<file path="config.mk">
export PLATFORM = sky130hd
export DESIGN_NAME = apb3_cmd_master
export DESIGN_NICKNAME = d
export VERILOG_FILES = /design/src/rtl/apb3_cmd_master.sv
export SDC_FILE = /design/constraint.sdc
export NUM_CORES = 1
export LEC_CHECK = 0
export CORE_UTILIZATION = 60
export CTS_CLUSTER_SIZE = 10
export DETAILED_ROUTE_END_ITERATION = 8
export DONT_BUFFER_PORTS = 1
export GPL_TIMING_DRIVEN = 0
export PLACE_DENSITY = 0.84
export SLEW_MARGIN = 20
export SYNTH_ARGS = -nofsm -noshare
export SYNTH_HDL_FRONTEND = slang
export SYNTH_SLANG_ARGS = --single-unit
</file>
<file path="constraint.sdc">
create_clock -name pclk -period 4.8 [get_ports pclk]
set_clock_uncertainty 0.15 [all_clocks]
set_input_delay 1.2 -clock pclk [delete_from_list [all_inputs] [get_ports pclk]]
set_output_delay 1.2 -clock pclk [all_outputs]
set_load 0.005 [all_outputs]
</file>
<file path="src/rtl/apb3_cmd_master.sv">
// APB3 command master: converts a valid/ready command into one APB3 transfer
// and returns the result on a valid/ready response channel. Only one transfer
// is in flight at a time. An optional wait-state timeout aborts a transfer to
// a slave that never asserts pready.
module apb3_cmd_master #(
    parameter int ADDRWIDTH = 12,
    parameter int TIMEOUT   = 16
) (
    input  logic                 pclk,
    input  logic                 presetn,
    input  logic                 cmd_valid,
    output logic                 cmd_ready,
    input  logic                 cmd_write,
    input  logic [ADDRWIDTH-1:0] cmd_addr,
    input  logic [31:0]          cmd_wdata,
    output logic                 rsp_valid,
    input  logic                 rsp_ready,
    output logic [31:0]          rsp_rdata,
    output logic                 rsp_err,
    output logic                 rsp_timeout,
    output logic                 psel,
    output logic                 penable,
    output logic                 pwrite,
    output logic [ADDRWIDTH-1:0] paddr,
    output logic [31:0]          pwdata,
    input  logic [31:0]          prdata,
    input  logic                 pready,
    input  logic                 pslverr
);

    typedef enum logic [1:0] {IDLE, SETUP, ACCESS, RESP} state_t;

    // The abort fires on the last permitted ACCESS cycle, when the wait count
    // has reached TIMEOUT-1; a TIMEOUT of zero never aborts.
    localparam bit         TIMEOUT_EN = (TIMEOUT != 0);
    localparam logic [7:0] WAIT_LAST  = 8'((TIMEOUT > 0) ? (TIMEOUT - 1) : 0);

    state_t                 state_q, state_d;
    logic                   cmd_ready_q, cmd_ready_d;
    logic                   psel_q, psel_d;
    logic                   penable_q, penable_d;
    logic                   pwrite_q, pwrite_d;
    logic [ADDRWIDTH-1:0]   paddr_q, paddr_d;
    logic [31:0]            pwdata_q, pwdata_d;
    logic                   rsp_valid_q, rsp_valid_d;
    logic [31:0]            rsp_rdata_q, rsp_rdata_d;
    logic                   rsp_err_q, rsp_err_d;
    logic                   rsp_timeout_q, rsp_timeout_d;
    logic [7:0]             wait_cnt_q, wait_cnt_d;

    // Next-state and next-output logic; every output is taken from a flop.
    always_comb begin
        state_d       = state_q;
        cmd_ready_d   = cmd_ready_q;
        psel_d        = psel_q;
        penable_d     = penable_q;
        pwrite_d      = pwrite_q;
        paddr_d       = paddr_q;
        pwdata_d      = pwdata_q;
        rsp_valid_d   = rsp_valid_q;
        rsp_rdata_d   = rsp_rdata_q;
        rsp_err_d     = rsp_err_q;
        rsp_timeout_d = rsp_timeout_q;
        wait_cnt_d    = wait_cnt_q;

        case (state_q)
            IDLE: begin
                if (cmd_ready_q && cmd_valid) begin
                    paddr_d     = cmd_addr;
                    pwrite_d    = cmd_write;
                    pwdata_d    = cmd_write ? cmd_wdata : 32'h0;
                    psel_d      = 1'b1;
                    penable_d   = 1'b0;
                    cmd_ready_d = 1'b0;
                    state_d     = SETUP;
                end else begin
                    cmd_ready_d = 1'b1;
                end
            end
            SETUP: begin
                penable_d  = 1'b1;
                wait_cnt_d = 8'h0;
                state_d    = ACCESS;
            end
            ACCESS: begin
                if (pready) begin
                    rsp_rdata_d   = pwrite_q ? 32'h0 : prdata;
                    rsp_err_d     = pslverr;
                    rsp_timeout_d = 1'b0;
                    rsp_valid_d   = 1'b1;
                    psel_d        = 1'b0;
                    penable_d     = 1'b0;
                    state_d       = RESP;
                end else if (TIMEOUT_EN && (wait_cnt_q == WAIT_LAST)) begin
                    rsp_rdata_d   = 32'h0;
                    rsp_err_d     = 1'b1;
                    rsp_timeout_d = 1'b1;
                    rsp_valid_d   = 1'b1;
                    psel_d        = 1'b0;
                    penable_d     = 1'b0;
                    state_d       = RESP;
                end else begin
                    wait_cnt_d = wait_cnt_q + 8'h1;
                end
            end
            RESP: begin
                if (rsp_ready) begin
                    rsp_valid_d = 1'b0;
                    cmd_ready_d = 1'b1;
                    state_d     = IDLE;
                end
            end
            default: begin
                state_d = IDLE;
            end
        endcase
    end

    // State and output registers with asynchronous active-low reset.
    always_ff @(posedge pclk or negedge presetn) begin
        if (!presetn) begin
            state_q       <= IDLE;
            cmd_ready_q   <= 1'b0;
            psel_q        <= 1'b0;
            penable_q     <= 1'b0;
            pwrite_q      <= 1'b0;
            paddr_q       <= '0;
            pwdata_q      <= 32'h0;
            rsp_valid_q   <= 1'b0;
            rsp_rdata_q   <= 32'h0;
            rsp_err_q     <= 1'b0;
            rsp_timeout_q <= 1'b0;
            wait_cnt_q    <= 8'h0;
        end else begin
            state_q       <= state_d;
            cmd_ready_q   <= cmd_ready_d;
            psel_q        <= psel_d;
            penable_q     <= penable_d;
            pwrite_q      <= pwrite_d;
            paddr_q       <= paddr_d;
            pwdata_q      <= pwdata_d;
            rsp_valid_q   <= rsp_valid_d;
            rsp_rdata_q   <= rsp_rdata_d;
            rsp_err_q     <= rsp_err_d;
            rsp_timeout_q <= rsp_timeout_d;
            wait_cnt_q    <= wait_cnt_d;
        end
    end

    assign cmd_ready   = cmd_ready_q;
    assign psel        = psel_q;
    assign penable     = penable_q;
    assign pwrite      = pwrite_q;
    assign paddr       = paddr_q;
    assign pwdata      = pwdata_q;
    assign rsp_valid   = rsp_valid_q;
    assign rsp_rdata   = rsp_rdata_q;
    assign rsp_err     = rsp_err_q;
    assign rsp_timeout = rsp_timeout_q;

endmodule

</file>
==> impl_metrics.yaml <==
status:
  status: "completed"
grt:
  grt_overflow: 0
  grtUsageMet3_pct: 9.10
  top_usage_layer: "met2"
  use_met2_pct: 41.4
  grt_pass1_wl_um: 11700
  grt_pass1_vias: 2434
  grt_max_degree: 94
  grt_use_total_pct: 24.2
  use_met1_pct: 27.9
  antenna_found_initial: 0
worst_setup_path:
  critPathCaptureType: "flop"
  crit_required_ns: 4.89
  crit_path_start_kind: "primary input"
  critPathKind: "in -> reg"
  cp_max_fo: 10
  arrival_ns: 2.29
place:
  dpl.hpwl_um: 5690
  gp_congestion: 0.808
  io_buffers: 0
  placed_cell_area_um2: 3850
  dp_cells: 399
timing:
  rsz0062_at_grt: "no"
  hold_viol_final: 0
  worst_pin_slew_ns: 0.450
  tns_ns: 0
  slew_headroom_pct: 70.0
  finalSetupViolCount: 0
  holdWs_ns: 0.363
  period_needed_ns: 2.21
  fin_crit_sh_pct: 46.0
  fmax_mhz: 453
  finalMaxSlewViolations: 0
layout:
  insertedDiodeCount: 0
  fin_area_um2: 4070
  fill_cells: 440
  final_cells: 415
  nets: 424
  multi_input_area_um2: 1310
  drive_above_1_share_pct: 11.2
  regArea_um2: 2330
  syn_to_final_growth_pct: 8.47
  final_util_pct: 68.0
logic_synthesis:
  synth_top_cell_by_area: "dfrtp_1"
  yosysWarningCount: 0
  netlist_area_um2: 3750
  synth.area.top_cells: "dfrtp_1 (62%), a22o_1 (7.5%), nand2_1 (7.4%)"
  synth_edf_count: 0
  yosys_register_bits: 93
  async_flop_share_pct: 100
  avgSynthCellArea_um2: 11.6
  synthCells: 324
  synthMostInstantiatedCell: "dfrtp_1"
  synth_common_cells: "dfrtp_1 (93), nand2_1 (74), o21ai_0 (38)"
  ys_seq_area_share_pct: 62.0
  synth.distinct_cells: 36
  syn-num-nets: 413
  synth_top_cell_area_share_pct: 62.0
  synthFlopType: "dfrtp_1"
clock_tree:
  cts_buffer_depth: 2
  clock_sink_count: 93
  cts_tree: "built"
  cts-hold-fix-buffers: 0
  cts_buffers: 9
  cts_root_buffer: "clkbuf_8"
  cts_setup_buffers: 0
  worstSkewPairLatency_ns: 0.34
  cts-htree-levels: 3
  path_clk_slew_ns: 0.09
  ctsResizeCount: 0
route:
  via_count: 2542
  avgViaCountPerCell: 6.13
  drt_iter0_markers: 110
  wl_per_cell_um: 19.1
  drc: 0
  postRouteAntennaNets: 0
  finalWirelength_um: 7910
  drt-pass1-iter-count: 4
die:
  dieArea_um2: 6580
  start_util_pct: 62.7
  fp.dieH_um: 81.1
  ioPinCount: 166
  core_um2: 5990
  num_rows: 28
  die_w_um: 81.1
job:
  maxCapViolations: 0
worst_hold_path:
  hp-class: "reg -> reg"
pwr:
  powerDensity_nw_per_um2: 605
  p_leak_uw: 0.00197
  vdd_drop_max_v: 0.000336
## cell usage in the layout (no fill, tap or decap), drive strengths merged
cell type,count
mux2,15
nor4,1
o22a,1
o31ai,1
o32a,1
a21oi,2
nand2b,2
a21o,2
a31oi,2
clkinv,2
clkbuf,27
nor2,2
and2,1
nand2,75
a41oi,1
nor3b,2
dfrtp,93
bufinv,2
ha,6
nand3b,1
a21boi,1
o21ai,38
and3b,2
a22o,32
inv,6
a31o,2
nand3,7
and2b,1
buf,4
and4b,1
o211ai,1
nand4,1
xor2,1
mux2i,3
and3,1
## layer usage
| layer | vias to the layer above | share of wire, % |
|---|---|---|
| li1 | 1154 | - |
| met1 | 1253 | 38 |
| met4 | 0 | 1.7 |
| met5 | - | 0 |
| met3 | 15 | 8.6 |
| met2 | 120 | 51 |
## state kept, by name, indices dropped and copies added (netlist names)
signal and count:
rsp_err 1, psel 1, rsp_rdata 32, penable 1, cmd_ready 1, rsp_valid 1, pwdata 32, wait_cnt_q 8
paddr 12, pwrite 1, state_q 2, rsp_timeout 1
## metrics by stage
stage / setup WS, ns / power (uW)
finish: 2.59 / 2460
global route: 2.51 / 2620
CTS: 2.63 / 2480
detailed placement: 2.28 / 1910
global placement: 2.35 / 1860
floorplan: 2.52 / 1720
## cell families after synthesis
logic type / Yosys count / share of synthesized area (%)
xor+xnor: 1 / 0.233
buf+inv: 25 / 3.13
simple gates: 97 / 11.8
compound gates: 84 / 15.6
flops: 93 / 62.0
fa+ha+maj: 6 / 2.00
mux: 18 / 5.30
## where the power goes
group	internal (uW)	leakage (uW)	total, uW	switching, uW
clock network	310	0.000114	570	261
logic	285	0.000661	583	297
registers	1070	0.00120	1310	240
total	1670	0.00197	2460	798
## critical path, stage by stage
cell and delay (ns):
nand3_1 0.18, buf_2 0.32, clkbuf_1 0.38, nand2_1 0.09, o21ai_0 0.12
## area by class of cell
cell class                      count  share of cell area (%)
Clock inverter                      5                    2.03
Sequential cell                    93                    57.2
Buffer                             20                    2.43
Multi-Input combinational cell    206                    32.1
Clock buffer                       11                    3.47
Tap cell                           75                    2.30
Inverter                            5                   0.461
## path summary, 6_finish.rpt
path,endpoint,startpoint,cells past startpoint,slack (ns)
max,pwdata[16]$_DFFE_PN0P_,cmd_valid,5,2.59
min reg2reg,pwdata[29]$_DFFE_PN0P_,pwdata[29]$_DFFE_PN0P_,2,0.36
max reg2reg,rsp_rdata[10]$_DFFE_PN0P_,state_q[0]$_DFFE_PN0P_,6,2.67
min in group asynchronous,pwdata[23]$_DFFE_PN0P_,presetn,0,0.38
max in group asynchronous,wait_cnt_q[1]$_DFFE_PN0P_,presetn,0,3.96
min,pwdata[29]$_DFFE_PN0P_,pwdata[29]$_DFFE_PN0P_,2,0.36
(Power assumes the default switching activity.)
